<file path="src/rtl/des_round_sequencer_pkg.sv">
// Shared types, widths and the DES key-rotation schedule for the round sequencer.
// The optional decrypt path is selected with the DES_DECRYPT_EN macro in the design files.
package des_round_sequencer_pkg;

  typedef enum logic [1:0] {
    IDLE  = 2'd0,
    ROUND = 2'd1,
    DONE  = 2'd2
  } state_t;

  localparam int BLK_W   = 64;
  localparam int HALF_W  = 32;
  localparam int KEY_W   = 56;
  localparam int KHALF_W = 28;

  // Left-shift amount applied before round r (1-based). Indices outside 1..16 return 1.
  function automatic logic [1:0] shift_amt(input int r);
    case (r)
      3, 4, 5, 6, 7, 8, 10, 11, 12, 13, 14, 15: return 2'd2;
      default:                                 return 2'd1;
    endcase
  endfunction

endpackage

</file>
<file path="src/rtl/des_round_sequencer_if.sv">
// Block-in / result-out handshake bundle for the DES round sequencer.
// The master drives blocks in and takes results; the slave is the sequencer.
interface des_round_sequencer_if;
  import des_round_sequencer_pkg::*;

  logic               in_valid;
  logic               in_ready;
  logic [BLK_W-1:0]   in_block;
  logic [KEY_W-1:0]   in_key;
  logic               in_decrypt;
  logic               out_valid;
  logic               out_ready;
  logic [BLK_W-1:0]   out_block;

  modport master (
    output in_valid, in_block, in_key, in_decrypt, out_ready,
    input  in_ready, out_valid, out_block
  );

  modport slave (
    input  in_valid, in_block, in_key, in_decrypt, out_ready,
    output in_ready, out_valid, out_block
  );

endinterface

</file>
<file path="src/rtl/des_round_sequencer_key_rotator.sv">
// des_key_rotator: combinational rotate of {C,D} by 1 or 2 bits, each 28-bit half
// independently. The right-rotate path exists only when DES_DECRYPT_EN is defined.
module des_key_rotator
  import des_round_sequencer_pkg::*;
(
  input  logic [KEY_W-1:0] cd_in,
  input  logic             two,
  input  logic             right,
  output logic [KEY_W-1:0] cd_out
);

  function automatic logic [KHALF_W-1:0] rotl(input logic [KHALF_W-1:0] x, input logic by2);
    return by2 ? {x[KHALF_W-3:0], x[KHALF_W-1:KHALF_W-2]} : {x[KHALF_W-2:0], x[KHALF_W-1]};
  endfunction

`ifdef DES_DECRYPT_EN
  function automatic logic [KHALF_W-1:0] rotr(input logic [KHALF_W-1:0] x, input logic by2);
    return by2 ? {x[1:0], x[KHALF_W-1:2]} : {x[0], x[KHALF_W-1:1]};
  endfunction

  // Rotate both halves in the requested direction
  always_comb begin
    cd_out = {rotl(cd_in[KEY_W-1:KHALF_W], two), rotl(cd_in[KHALF_W-1:0], two)};
    if (right) begin
      cd_out = {rotr(cd_in[KEY_W-1:KHALF_W], two), rotr(cd_in[KHALF_W-1:0], two)};
    end
  end
`else
  logic unused_right;
  assign unused_right = right;

  // Left rotate only; no decrypt direction is built
  always_comb begin
    cd_out = {rotl(cd_in[KEY_W-1:KHALF_W], two), rotl(cd_in[KHALF_W-1:0], two)};
  end
`endif

endmodule

</file>
<file path="src/rtl/des_round_sequencer.sv">
// Iterative DES round controller: owns L/R, C/D and the round counter, and drives one
// shared external round datapath (f_r/f_cd out, f_result back) for ROUNDS cycles.
// Define DES_DECRYPT_EN to honour in_decrypt and build the right-rotate key path.
module des_round_sequencer
  import des_round_sequencer_pkg::*;
#(
  parameter int ROUNDS = 16
) (
  input  logic                clk,
  input  logic                rst,
  des_round_sequencer_if.slave bus,
  output logic [HALF_W-1:0]   f_r,
  output logic [KEY_W-1:0]    f_cd,
  input  logic [HALF_W-1:0]   f_result,
  output logic                busy,
  output logic [3:0]          round_idx
);

  localparam logic [3:0] LAST_RND = 4'(ROUNDS - 1);

  state_t              state_q, state_d;
  logic [HALF_W-1:0]   l_q, r_q;
  logic [KEY_W-1:0]    cd_q;
  logic                mode_q;
  logic [3:0]          round_q;
  logic [BLK_W-1:0]    out_q;

  logic                mode_in;
  logic                last_rnd;
  logic [KEY_W-1:0]    rot_in, rot_out;
  logic                rot_two, rot_right;

`ifdef DES_DECRYPT_EN
  assign mode_in = bus.in_decrypt;
`else
  logic unused_decrypt;
  assign unused_decrypt = bus.in_decrypt;
  assign mode_in = 1'b0;
`endif

  assign last_rnd = (round_q == LAST_RND);

  // State register
  always_ff @(posedge clk) begin
    if (rst) state_q <= IDLE;
    else     state_q <= state_d;
  end

  // Next-state: accept in IDLE, run ROUNDS rounds, hold result until taken
  always_comb begin
    state_d = state_q;
    case (state_q)
      IDLE:    if (bus.in_valid)  state_d = ROUND;
      ROUND:   if (last_rnd)      state_d = DONE;
      DONE:    if (bus.out_ready) state_d = IDLE;
      default:                    state_d = IDLE;
    endcase
  end

  // Handshake and status outputs decoded from state
  always_comb begin
    bus.in_ready  = 1'b0;
    bus.out_valid = 1'b0;
    busy          = 1'b0;
    case (state_q)
      IDLE:    bus.in_ready = 1'b1;
      ROUND:   busy = 1'b1;
      DONE: begin
        bus.out_valid = 1'b1;
        busy          = 1'b1;
      end
      default: ;
    endcase
  end

  // Rotator operand select: first encrypt shift at accept, then the per-round shift.
  // Decrypt walks the schedule backwards with right rotations starting from K16.
  always_comb begin
    rot_in    = cd_q;
    rot_two   = 1'b0;
    rot_right = 1'b0;
    if (state_q == IDLE) begin
      rot_in  = bus.in_key;
      rot_two = (shift_amt(1) == 2'd2);
    end else if (mode_q) begin
      rot_right = 1'b1;
      rot_two   = (shift_amt(16 - int'(round_q)) == 2'd2);
    end else begin
      rot_two   = (shift_amt(int'(round_q) + 2) == 2'd2);
    end
  end

  des_key_rotator u_rot (
    .cd_in  (rot_in),
    .two    (rot_two),
    .right  (rot_right),
    .cd_out (rot_out)
  );

  // Block, key and round registers; the last round also captures the swapped result
  always_ff @(posedge clk) begin
    if (rst) begin
      l_q     <= '0;
      r_q     <= '0;
      cd_q    <= '0;
      mode_q  <= 1'b0;
      round_q <= '0;
      out_q   <= '0;
    end else begin
      case (state_q)
        IDLE: begin
          if (bus.in_valid) begin
            l_q     <= bus.in_block[BLK_W-1:HALF_W];
            r_q     <= bus.in_block[HALF_W-1:0];
            cd_q    <= mode_in ? bus.in_key : rot_out;
            mode_q  <= mode_in;
            round_q <= '0;
          end
        end
        ROUND: begin
          l_q     <= r_q;
          r_q     <= l_q ^ f_result;
          round_q <= round_q + 4'd1;
          if (!last_rnd) cd_q  <= rot_out;
          if (last_rnd)  out_q <= {l_q ^ f_result, r_q};
        end
        default: ;
      endcase
    end
  end

  assign bus.out_block = out_q;
  assign f_r           = r_q;
  assign f_cd          = cd_q;
  assign round_idx     = round_q;

endmodule
</file>
<file path="src/flat_wrapper.sv">
// flat-port wrapper written by rule: the top's interface ports become plain ports
module des_round_sequencer_flat import des_round_sequencer_pkg::*;
#(
  parameter int ROUNDS = 16
)
  (clk, rst, f_r, f_cd, f_result, busy, round_idx, bus_in_valid, bus_in_block, bus_in_key, bus_in_decrypt, bus_out_ready, bus_in_ready, bus_out_valid, bus_out_block);
  des_round_sequencer_if bus_i ();
  input  logic clk;
  input  logic rst;
  output logic [HALF_W-1:0] f_r;
  output logic [KEY_W-1:0] f_cd;
  input  logic [HALF_W-1:0] f_result;
  output logic busy;
  output logic [3:0] round_idx;
  input wire logic [$bits(bus_i.in_valid)-1:0] bus_in_valid;
  input wire logic [$bits(bus_i.in_block)-1:0] bus_in_block;
  input wire logic [$bits(bus_i.in_key)-1:0] bus_in_key;
  input wire logic [$bits(bus_i.in_decrypt)-1:0] bus_in_decrypt;
  input wire logic [$bits(bus_i.out_ready)-1:0] bus_out_ready;
  output wire logic [$bits(bus_i.in_ready)-1:0] bus_in_ready;
  output wire logic [$bits(bus_i.out_valid)-1:0] bus_out_valid;
  output wire logic [$bits(bus_i.out_block)-1:0] bus_out_block;
  assign bus_i.in_valid = bus_in_valid;
  assign bus_i.in_block = bus_in_block;
  assign bus_i.in_key = bus_in_key;
  assign bus_i.in_decrypt = bus_in_decrypt;
  assign bus_i.out_ready = bus_out_ready;
  assign bus_in_ready = bus_i.in_ready;
  assign bus_out_valid = bus_i.out_valid;
  assign bus_out_block = bus_i.out_block;
  des_round_sequencer #(.ROUNDS(ROUNDS)) u_core (.clk(clk), .rst(rst), .bus(bus_i), .f_r(f_r), .f_cd(f_cd), .f_result(f_result), .busy(busy), .round_idx(round_idx));
endmodule
</file>
<file path="config.mk">
export PLATFORM = sky130hd
export DESIGN_NAME = des_round_sequencer_flat
export DESIGN_NICKNAME = d
export VERILOG_FILES = /design/src/rtl/des_round_sequencer_pkg.sv /design/src/rtl/des_round_sequencer_if.sv /design/src/rtl/des_round_sequencer_key_rotator.sv /design/src/rtl/des_round_sequencer.sv /design/src/flat_wrapper.sv
export SDC_FILE = /design/constraint.sdc
export NUM_CORES = 1
export LEC_CHECK = 0
export CAP_MARGIN = 20
export CORE_MARGIN = 2
export CORE_UTILIZATION = 39
export DETAILED_ROUTE_END_ITERATION = 10
export PLACE_DENSITY_LB_ADDON = 0.12
export SKIP_CTS_REPAIR_TIMING = 1
export SYNTH_ARGS = -nofsm -noshare
export SYNTH_HDL_FRONTEND = slang
export SYNTH_SLANG_ARGS = --single-unit
export TNS_END_PERCENT = 30
</file>
<file path="constraint.sdc">
create_clock -name clk -period 4.1 [get_ports clk]
set_input_delay 0.82 -clock clk [delete_from_list [all_inputs] [get_ports clk]]
set_output_delay 0.82 -clock clk [all_outputs]
set_load 0.05 [all_outputs]
</file>
### Word-level counts from Yosys, hierarchy flattened

Memory sizes are Yosys's and may differ from the RTL's.
Cells that the tools add are included.

* bits in registers: 190
* ROM bits: 32
* input bits: 157
* memories kept: 1

* add/sub/neg operators: 2
* equal/unequal tests: 8
* muxes and demuxes: 22
* bitwise gates (word level): 1
* reductions and logical operators: 8

Memories
* (name not given): depth 16, bits a word 2, read ports 1, clocked after memory_dff 0, write ports 0, RTL line des_round_sequencer_pkg.sv:18 `case (r)`

Operators by type and width (count)
* $mux 56: 3
* $pmux 32 s2: 2
* $pmux 56 s2: 1
* $mux 32: 2
* $mux 28: 2
* $xor 32x32->32: 1
* $logic_not 28->1: 1
* $mux 2: 5
* $pmux 4 s2: 1
* $ne 2x2->1 const B: 3
* $pmux 2 s3: 1
* $reduce_and 3->1: 2
* $add 4x2->5 const B: 1
* $add 4x1->4 const B: 1
* $eq 2x2->1 const B: 2
* $eq 4x4->1 const B: 1
* $mux 1: 4
* $mux 4: 1
* $reduce_and 2->1: 2
* $eq 2x1->1 const B: 1
* $logic_not 2->1: 1
* $ne 2x1->1 const B: 1
* $reduce_bool 2->1: 1
* $reduce_or 2->1: 1

### Logic depth before layout (Yosys ltp)

Gate-level depths: netlist (run 1).

* depth after elaboration: 9
* mapped depth: 9

### Modules after synthesis

Synthesis (run 1) repeated with hierarchy kept, for this count alone.

* cell total of the unflattened synthesis: 1030
* area, all modules: 9306.4 um^2

Modules (own cells, without submodules)
* des_round_sequencer: times used 1, cells an instance 968, area each 8464.4 um^2, sequential area each 3803.6 um^2
* des_key_rotator: times used 1, cells an instance 62, area each 842.1 um^2, sequential area each 0.0 um^2

### Least setup slack after synthesis (run 1)

OpenSTA, ideal clock, no wires.

* kind: register -> register
* from: register u_core.state_q[0]
* to: register u_core.cd_q[36], in the netlist u_core.f_cd[36]
* arrival time: 2.371 ns
* required time: 3.983 ns
* path slack: 1.611 ns
* cell stages (with the launch flop): 9
* cell sequence: dfxtp_1 -> inv_1 -> ha_1 -> buf_2 -> buf_2 -> buf_1 -> mux2i_1 -> o21ai_0 -> a32o_1

* cells in the longest elaborated chain, start to end: 5
* elaborated cells between the ends (all ways): 12
* classes of those cells: eq/ne: 3; mux: 6; reduce/logical: 3

RTL lines
* from (decl): RTL line des_round_sequencer.sv:21 `state_t state_q, state_d;`
* from (signal assigned): RTL line des_round_sequencer.sv:46 `else state_q <= state_d;`
* $logic_not 2->1: RTL line des_round_sequencer.sv:82, des_round_sequencer.sv:110
* $mux 56 / $mux 1 (equally long branches): RTL line des_round_sequencer.sv:82 `if (state_q == IDLE) begin`
* $mux 28: RTL line des_round_sequencer_key_rotator.sv:13 `return by2 ? {x[KHALF_W-3:0], x[KHALF_W-1:KHALF_W-2]} : {x[KHALF_W-2:0], x[KHALF_W-1]};`
* $mux 56 (on tied branches): RTL line des_round_sequencer.sv:124, des_round_sequencer.sv:112
* $pmux 56 s2: RTL line des_round_sequencer.sv:110 `case (state_q)`
* to (signal assigned): RTL line des_round_sequencer.sv:115 `cd_q <= mode_in ? bus.in_key : rot_out;`
* to (signal assigned): RTL line des_round_sequencer.sv:124 `if (!last_rnd) cd_q <= rot_out;`
* to (decl): RTL line des_round_sequencer.sv:23 `logic [KEY_W-1:0] cd_q;`

Parallel ways exist; a longest one is shown, timed or not. The select of a mux whose other input is x is not followed.
A chain may end at the register's enable or synchronous reset.

### Worst setup path in the final report (run 1)

* from: register u_core.state_q[0]
* to: output bus_in_ready

* cells in the longest elaborated chain, start to end: 2

RTL lines
* $logic_not 2->1: RTL line des_round_sequencer.sv:65 `case (state_q)`
* $mux 1: RTL line des_round_sequencer.sv:65
* to (decl): RTL line flat_wrapper.sv:20 `output wire logic [$bits(bus_i.in_ready)-1:0] bus_in_ready;`

Every way passes these cells.

==> results of run 1 <==
## stage by stage
step	util	instance area, sq um	setup slack [ns]
finish	0.5710	12350	1.187
global route	0.5710	12350	1.075
CTS	0.5710	12350	1.156
detailed placement	0.5438	11760	1.244
global placement	0.5438	11760	1.304
floorplan	-	8537	1.611
## cell usage in the layout (no fill, tap or decap), types with 4 or more instances in the layout
| cell type | instances |
|---|---|
| dfxtp_1 | 190 |
| buf_4 | 13 |
| xor2_1 | 33 |
| nand2_1 | 68 |
| nor3_1 | 62 |
| a211oi_1 | 34 |
| clkdlybuf4s50_1 | 313 |
| nand3_1 | 4 |
| o21ai_0 | 56 |
| inv_6 | 5 |
| nor2_1 | 131 |
| a21oi_1 | 33 |
| ha_1 | 4 |
| a32o_1 | 56 |
| clkbuf_16 | 17 |
| inv_1 | 5 |
| mux2i_1 | 88 |
| o22ai_1 | 30 |
| or3_1 | 56 |
## layer usage
metal | vias to the layer above | GRT usage | share of wire
met3 | 26 | 0.06104 | 0.069
met5 | - | 0 | 0
li1 | 3996 | - | -
met4 | 0 | 0.06097 | 0.015
met1 | 3770 | 0.2977 | 0.45
met2 | 253 | 0.3503 | 0.47
## power groups by stage
| stage | Combinational, mW | Clock, mW | Sequential, mW |
|---|---|---|---|
| finish | 1.18 | 1.67 | 2.09 |
| global route | 1.27 | 1.78 | 2.10 |
| CTS | 1.19 | 1.71 | 2.08 |
| detailed placement | 1.18 | 0 | 2.13 |
| global placement | 1.17 | 0 | 2.13 |
| floorplan | 0.472 | 0 | 2.39 |
## worst max-delay path: stages, from the launching register on
cell and delay (ns):
dfxtp_1 0.33, inv_1 0.12, ha_4 0.34, clkdlybuf4s50_1 0.87
## kinds of logic (layout without fill, tap and decap cells)
logic type      count (synthesis)  after routing  synth area share
simple gates                  329            329            0.1725
compound gates                219            219            0.1794
flops                         190            190            0.4456
buf+inv                        99            364           0.05203
mux                            90             90            0.1058
xor+xnor                       35             35           0.03591
fa+ha+maj                       6              6          0.008794
## area by class of cell
cell class	count	area (sq um)
clock buffer	19	442.9
clock inverter	13	145.1
fill	2013	9275
inverter	5	18.77
multi-input combinational	679	4334
sequential	190	3804
tap	280	350.3
timing repair buffer	327	3251
## worst min path at each step
stage | to | slack, ns | cells after the start
global route | u_core.bus.out_block[15]$_SDFFE_PP0P_ | 0.47 | 2
detailed placement | u_core.bus.out_block[15]$_SDFFE_PP0P_ | 0.45 | 2
floorplan | u_core.state_q[0]$_SDFFE_PP0P_ | 0.45 | 2
CTS | u_core.bus.out_block[15]$_SDFFE_PP0P_ | 0.46 | 2
global placement | u_core.bus.out_block[20]$_SDFFE_PP0P_ | 0.44 | 2
finish | u_core.bus.out_block[2]$_SDFFE_PP0P_ | 0.46 | 2
## flip-flops by register name, indices dropped and copies added (netlist names)
register and count:
u_core.f_cd 56, u_core.bus.out_block 64, u_core.f_r 32, u_core.round_idx 4, u_core.l_q 32, u_core.state_q 2
==> flow_metrics.py, run 1 <==
metrics = {
    "yosys": {
        "synth.distinct_cells": 33,
        "yosys.area.top_type": "dfxtp_1",
        "synth_edf_count": 0,
        "synth_top_area_share": 0.4456,
        "synth_warnings": 0,
        "syn_nets": 1131,
        "synth-seq-cells": 190,
        "synthCells": 968,
        "ys.flop_type": "dfxtp_1",
        "yosys-top-cells-count": "dfxtp_1 (190), nor2_1 (131), mux2i_1 (88)",
        "seq_area_frac_synth": 0.4456,
        "avgSynthCellArea_sq_um": 8.819,
        "synth-async-reset-ratio": 0,
        "syn-cell-area_sq_um": 8537,
        "synthTopCellsByArea": "dfxtp_1 (45%), mux2i_1 (10%), a32o_1 (6.6%)",
        "yosysMostFrequentCell": "dfxtp_1",
    },
    "sta": {
        "slew_violations": 0,
        "tightest_slew_ns": 1.013,
        "fin_setup_tns_ns": 0,
        "finalCriticalPeriod_ns": 2.913,
        "fin_hold_ws_ns": 0.4555,
        "clock_skew_ns": 0.01675,
        "grt_setup_unrepaired": "no",
        "final_hold_viol_count": 0,
        "post-route-period-util": 0.7105,
        "fmax_mhz": 343.3,
        "finalSetupViolCount": 0,
        "relSlewSlack": 0.3244,
    },
    "place": {
        "gp_congestion": 0.8120,
        "post-place-cells": 1481,
        "dpl.hpwl_mm": 17.05,
        "port_buffers": 314,
    },
    "cts": {
        "cts-root-buf": "clkbuf_16",
        "clkSinkCount": 190,
        "clkTransAtPathRegs_ns": 0.07,
        "clock_latency_ns": 0.44,
        "cts_buffers": 17,
        "clk_path_buf_depth": 2,
        "cts_tree": "built",
        "htreeDepth": 4,
    },
    "global_route": {
        "grt_pass1_vias": 7696,
        "grt_max_degree": 131,
        "grtUsageTotal": 0.2212,
        "grt_antenna_before_repair": 0,
        "overflow": 0,
        "grt_pass1_wl_mm": 41.87,
    },
    "floorplan": {
        "die_h_microns": 152.0,
        "ioPinCount": 316,
        "initial_core_util": 0.3948,
        "die_area_sq_um": 23090,
        "rows": 54,
        "die-width_microns": 152.0,
        "core_sq_um": 21620,
    },
    "worst_setup_path": {
        "cp-startpoint": "u_core.state_q[0]$_SDFFE_PP0P_",
        "endpoint": "bus_in_ready",
        "arrival_ns": 2.09,
        "r2r_cells": 6,
        "worstReg2RegStart": "u_core.round_idx[1]$_SDFFE_PP0P_",
        "cp.required_ns": 3.28,
        "path_class": "reg2out",
        "regToRegSetupSlack_ns": 1.42,
        "cp-start-kind": "flop",
        "critPathMaxFanout": 19,
        "end_kind": "output port",
        "reg2reg_to": "u_core.f_cd[42]$_SDFFE_PP0P_",
    },
    "power_and_ir_drop": {
        "sw_frac_of_total": 0.3239,
        "p_per_area_nw_per_um2": 399.8,
        "combPwrFrac": 0.240,
        "power_mw": 4.936,
        "clockPowerShare": 0.338,
        "power_frac_seq": 0.422,
        "p_int_mw": 3.338,
        "p_leak_nw": 4.577,
        "p_sw_mw": 1.599,
        "peakVddDrop_mv": 0.2351,
    },
    "drt": {
        "ant_nets": 0,
        "drtPass1Iterations": 5,
        "routedWlPerCell_microns": 17.36,
        "drcViolationCount": 0,
        "viasPerCell": 5.317,
        "routed_wl_mm": 26.27,
        "drt_iter0_drc": 428,
        "via_count": 8045,
    },
    "final_layout": {
        "final_cells": 1513,
        "antennaDiodeCount": 0,
        "nNetsFinal": 1383,
        "area_growth_pct": 44.61,
        "drive_above_1_share": 0.04461,
    },
    "worst_hold_path": {
        "hold_class": "reg2reg",
        "hp-start": "u_core.bus.out_block[2]$_SDFFE_PP0P_",
    },
    "outcome": {
        "outcome": "finished, final reports clean",
    },
    "run": {
        "cap_viol_max_count": 0,
    },
}
Note: power is estimated with default switching activity, not from simulation.
==> run 2: changes to the inputs <==
Clock period 4.1 ns to 3 ns, I/O delays scaled along.
==> flow_metrics.py, run 2 (synthesis results as in run 1) <==
metrics = {
    "outcome": {
        "outcome": "finished, final reports clean",
    },
    "floorplan": {
        "ioPinCount": 316,
        "initial_core_util": 0.3948,
        "core_sq_um": 21620,
        "die-width_microns": 152.0,
        "rows": 54,
        "die_h_microns": 152.0,
        "die_area_sq_um": 23090,
    },
    "sta": {
        "finalSetupViolCount": 0,
        "tightest_slew_ns": 1.001,
        "fin_setup_tns_ns": 0,
        "grt_setup_unrepaired": "no",
        "post-route-period-util": 0.8563,
        "slew_violations": 0,
        "fmax_mhz": 389.3,
        "finalCriticalPeriod_ns": 2.569,
        "final_hold_viol_count": 0,
        "clock_skew_ns": 0.01459,
        "relSlewSlack": 0.3330,
    },
    "drt": {
        "via_count": 8024,
        "viasPerCell": 5.300,
        "drt_iter0_drc": 469,
        "routedWlPerCell_microns": 17.31,
        "drtPass1Iterations": 5,
        "ant_nets": 0,
        "drcViolationCount": 0,
        "routed_wl_mm": 26.21,
    },
    "worst_setup_path": {
        "endpoint": "busy",
        "critPathMaxFanout": 3,
        "cp-startpoint": "u_core.state_q[1]$_SDFFE_PP0P_",
        "regToRegSetupSlack_ns": 0.73,
        "r2r_cells": 7,
        "worstReg2RegStart": "u_core.state_q[1]$_SDFFE_PP0P_",
        "max_stage_delay_ns": 0.80,
        "cpLargestDelayFamily": "buffers and inverters",
        "cp-start-kind": "flop",
        "path_class": "reg2out",
        "critical_path_buf_inv_count": 2,
        "cp.required_ns": 2.40,
        "slowest_stage": "clkdlybuf4s50_1",
        "cp.depth": 3,
        "crit_chain": "inv_1 > ha_4 > clkdlybuf4s50_1",
        "end_kind": "output port",
        "arrival_ns": 1.97,
        "reg2reg_to": "u_core.f_r[3]$_SDFFE_PP0P_",
    },
    "cts": {
        "cts-root-buf": "clkbuf_16",
        "clkTransAtPathRegs_ns": 0.08,
        "htreeDepth": 4,
        "clkSinkCount": 190,
        "clk_path_buf_depth": 2,
        "cts_buffers": 17,
        "clock_latency_ns": 0.43,
        "cts_tree": "built",
    },
    "power_and_ir_drop": {
        "power_mw": 6.782,
        "peakVddDrop_mv": 0.3444,
        "p_leak_nw": 4.617,
        "p_per_area_nw_per_um2": 545.4,
    },
    "final_layout": {
        "final_cell_mix": "clkdlybuf4s50_1 (313), dfxtp_1 (190), nor2_1 (131)",
        "regArea_sq_um": 3804,
        "nNetsFinal": 1383,
        "largest_reg_flops": 64,
        "fillers": 2026,
        "multi_input_area_sq_um": 4334,
        "layout_commonest_cell": "clkdlybuf4s50_1",
        "drive_above_1_share": 0.04542,
        "area_growth_pct": 45.64,
    },
    "run": {
        "cap_viol_max_count": 0,
    },
    "global_route": {
        "grt_max_degree": 113,
        "overflow": 0,
        "grt_antenna_before_repair": 1,
        "grt_pass1_wl_mm": 41.42,
        "grtUsageTotal": 0.2190,
        "grt_pass1_vias": 7520,
    },
    "worst_hold_path": {
        "hold_class": "reg2reg",
        "worstHoldPathCells": 2,
    },
    "place": {
        "port_buffers": 314,
        "gp_congestion": 0.7999,
        "dpl.hpwl_mm": 17.07,
    },
}
==> run 2: area by class of cell <==
cell class	count	share of cell area
clock inverter	15	0.01389
sequential	190	0.3059
multi-input combinational	679	0.3486
tap	280	0.02818
timing repair buffer	327	0.2675
antenna	1	0.0002013
clock buffer	17	0.03422
inverter	5	0.001510
==> run 2: metal layers <==
layer / vias up / routed length, microns / track usage
li1: 3985 / - / -
met1: 3734 / 11590 / 0.2866
met2: 283 / 12310 / 0.3511
met3: 22 / 1978 / 0.06674
met4: 0 / 329 / 0.06097
met5: - / 0 / 0
==> run 2: worst min-delay path by stage <==
stage | startpoint | endpoint | slack [ns]
after floorplan | u_core.state_q[0]$_SDFFE_PP0P_ | u_core.state_q[0]$_SDFFE_PP0P_ | 0.45
after global placement | u_core.bus.out_block[12]$_SDFFE_PP0P_ | u_core.bus.out_block[12]$_SDFFE_PP0P_ | 0.44
after detailed placement | u_core.bus.out_block[3]$_SDFFE_PP0P_ | u_core.bus.out_block[3]$_SDFFE_PP0P_ | 0.45
after CTS | rst | u_core.round_idx[0]$_SDFFE_PP0P_ | 0.46
after global routing | rst | u_core.round_idx[0]$_SDFFE_PP0P_ | 0.47
final | u_core.bus.out_block[23]$_SDFFE_PP0P_ | u_core.bus.out_block[23]$_SDFFE_PP0P_ | 0.46
==> run 2: per-stage QoR <==
stage / instances / utilization / hold WS, ns / instance area, sq um / worst slack (ns)
2_1_floorplan: 968 / - / 0.4536 / 8537 / 0.5112
3_3_place_gp: 1481 / 0.5473 / 0.4417 / 11830 / 0.6678
3_5_place_dp: 1481 / 0.5473 / 0.4457 / 11830 / 0.6508
4_1_cts: 1513 / 0.5749 / 0.4551 / 12430 / 0.4093
5_1_grt: 1514 / 0.5751 / 0.4707 / 12430 / 0.3604
6_report: 1514 / 0.5751 / 0.4551 / 12430 / 0.4311
==> run 2: worst reg2reg max path: stages (launching register included) <==
cell	delay, ns
dfxtp_1	0.34
inv_1	0.12
ha_2	0.26
buf_4	0.57
nand2_1	0.23
buf_4	0.32
o22ai_1	0.26
nor3_1	0.07
==> run 2: power by group <==
group          switching (mW)  leakage, nW  total, mW  internal, mW
Combinational           0.950         2.77       1.63         0.683
Sequential              0.158         1.56       2.85          2.69
Clock                    1.11        0.292       2.30          1.19
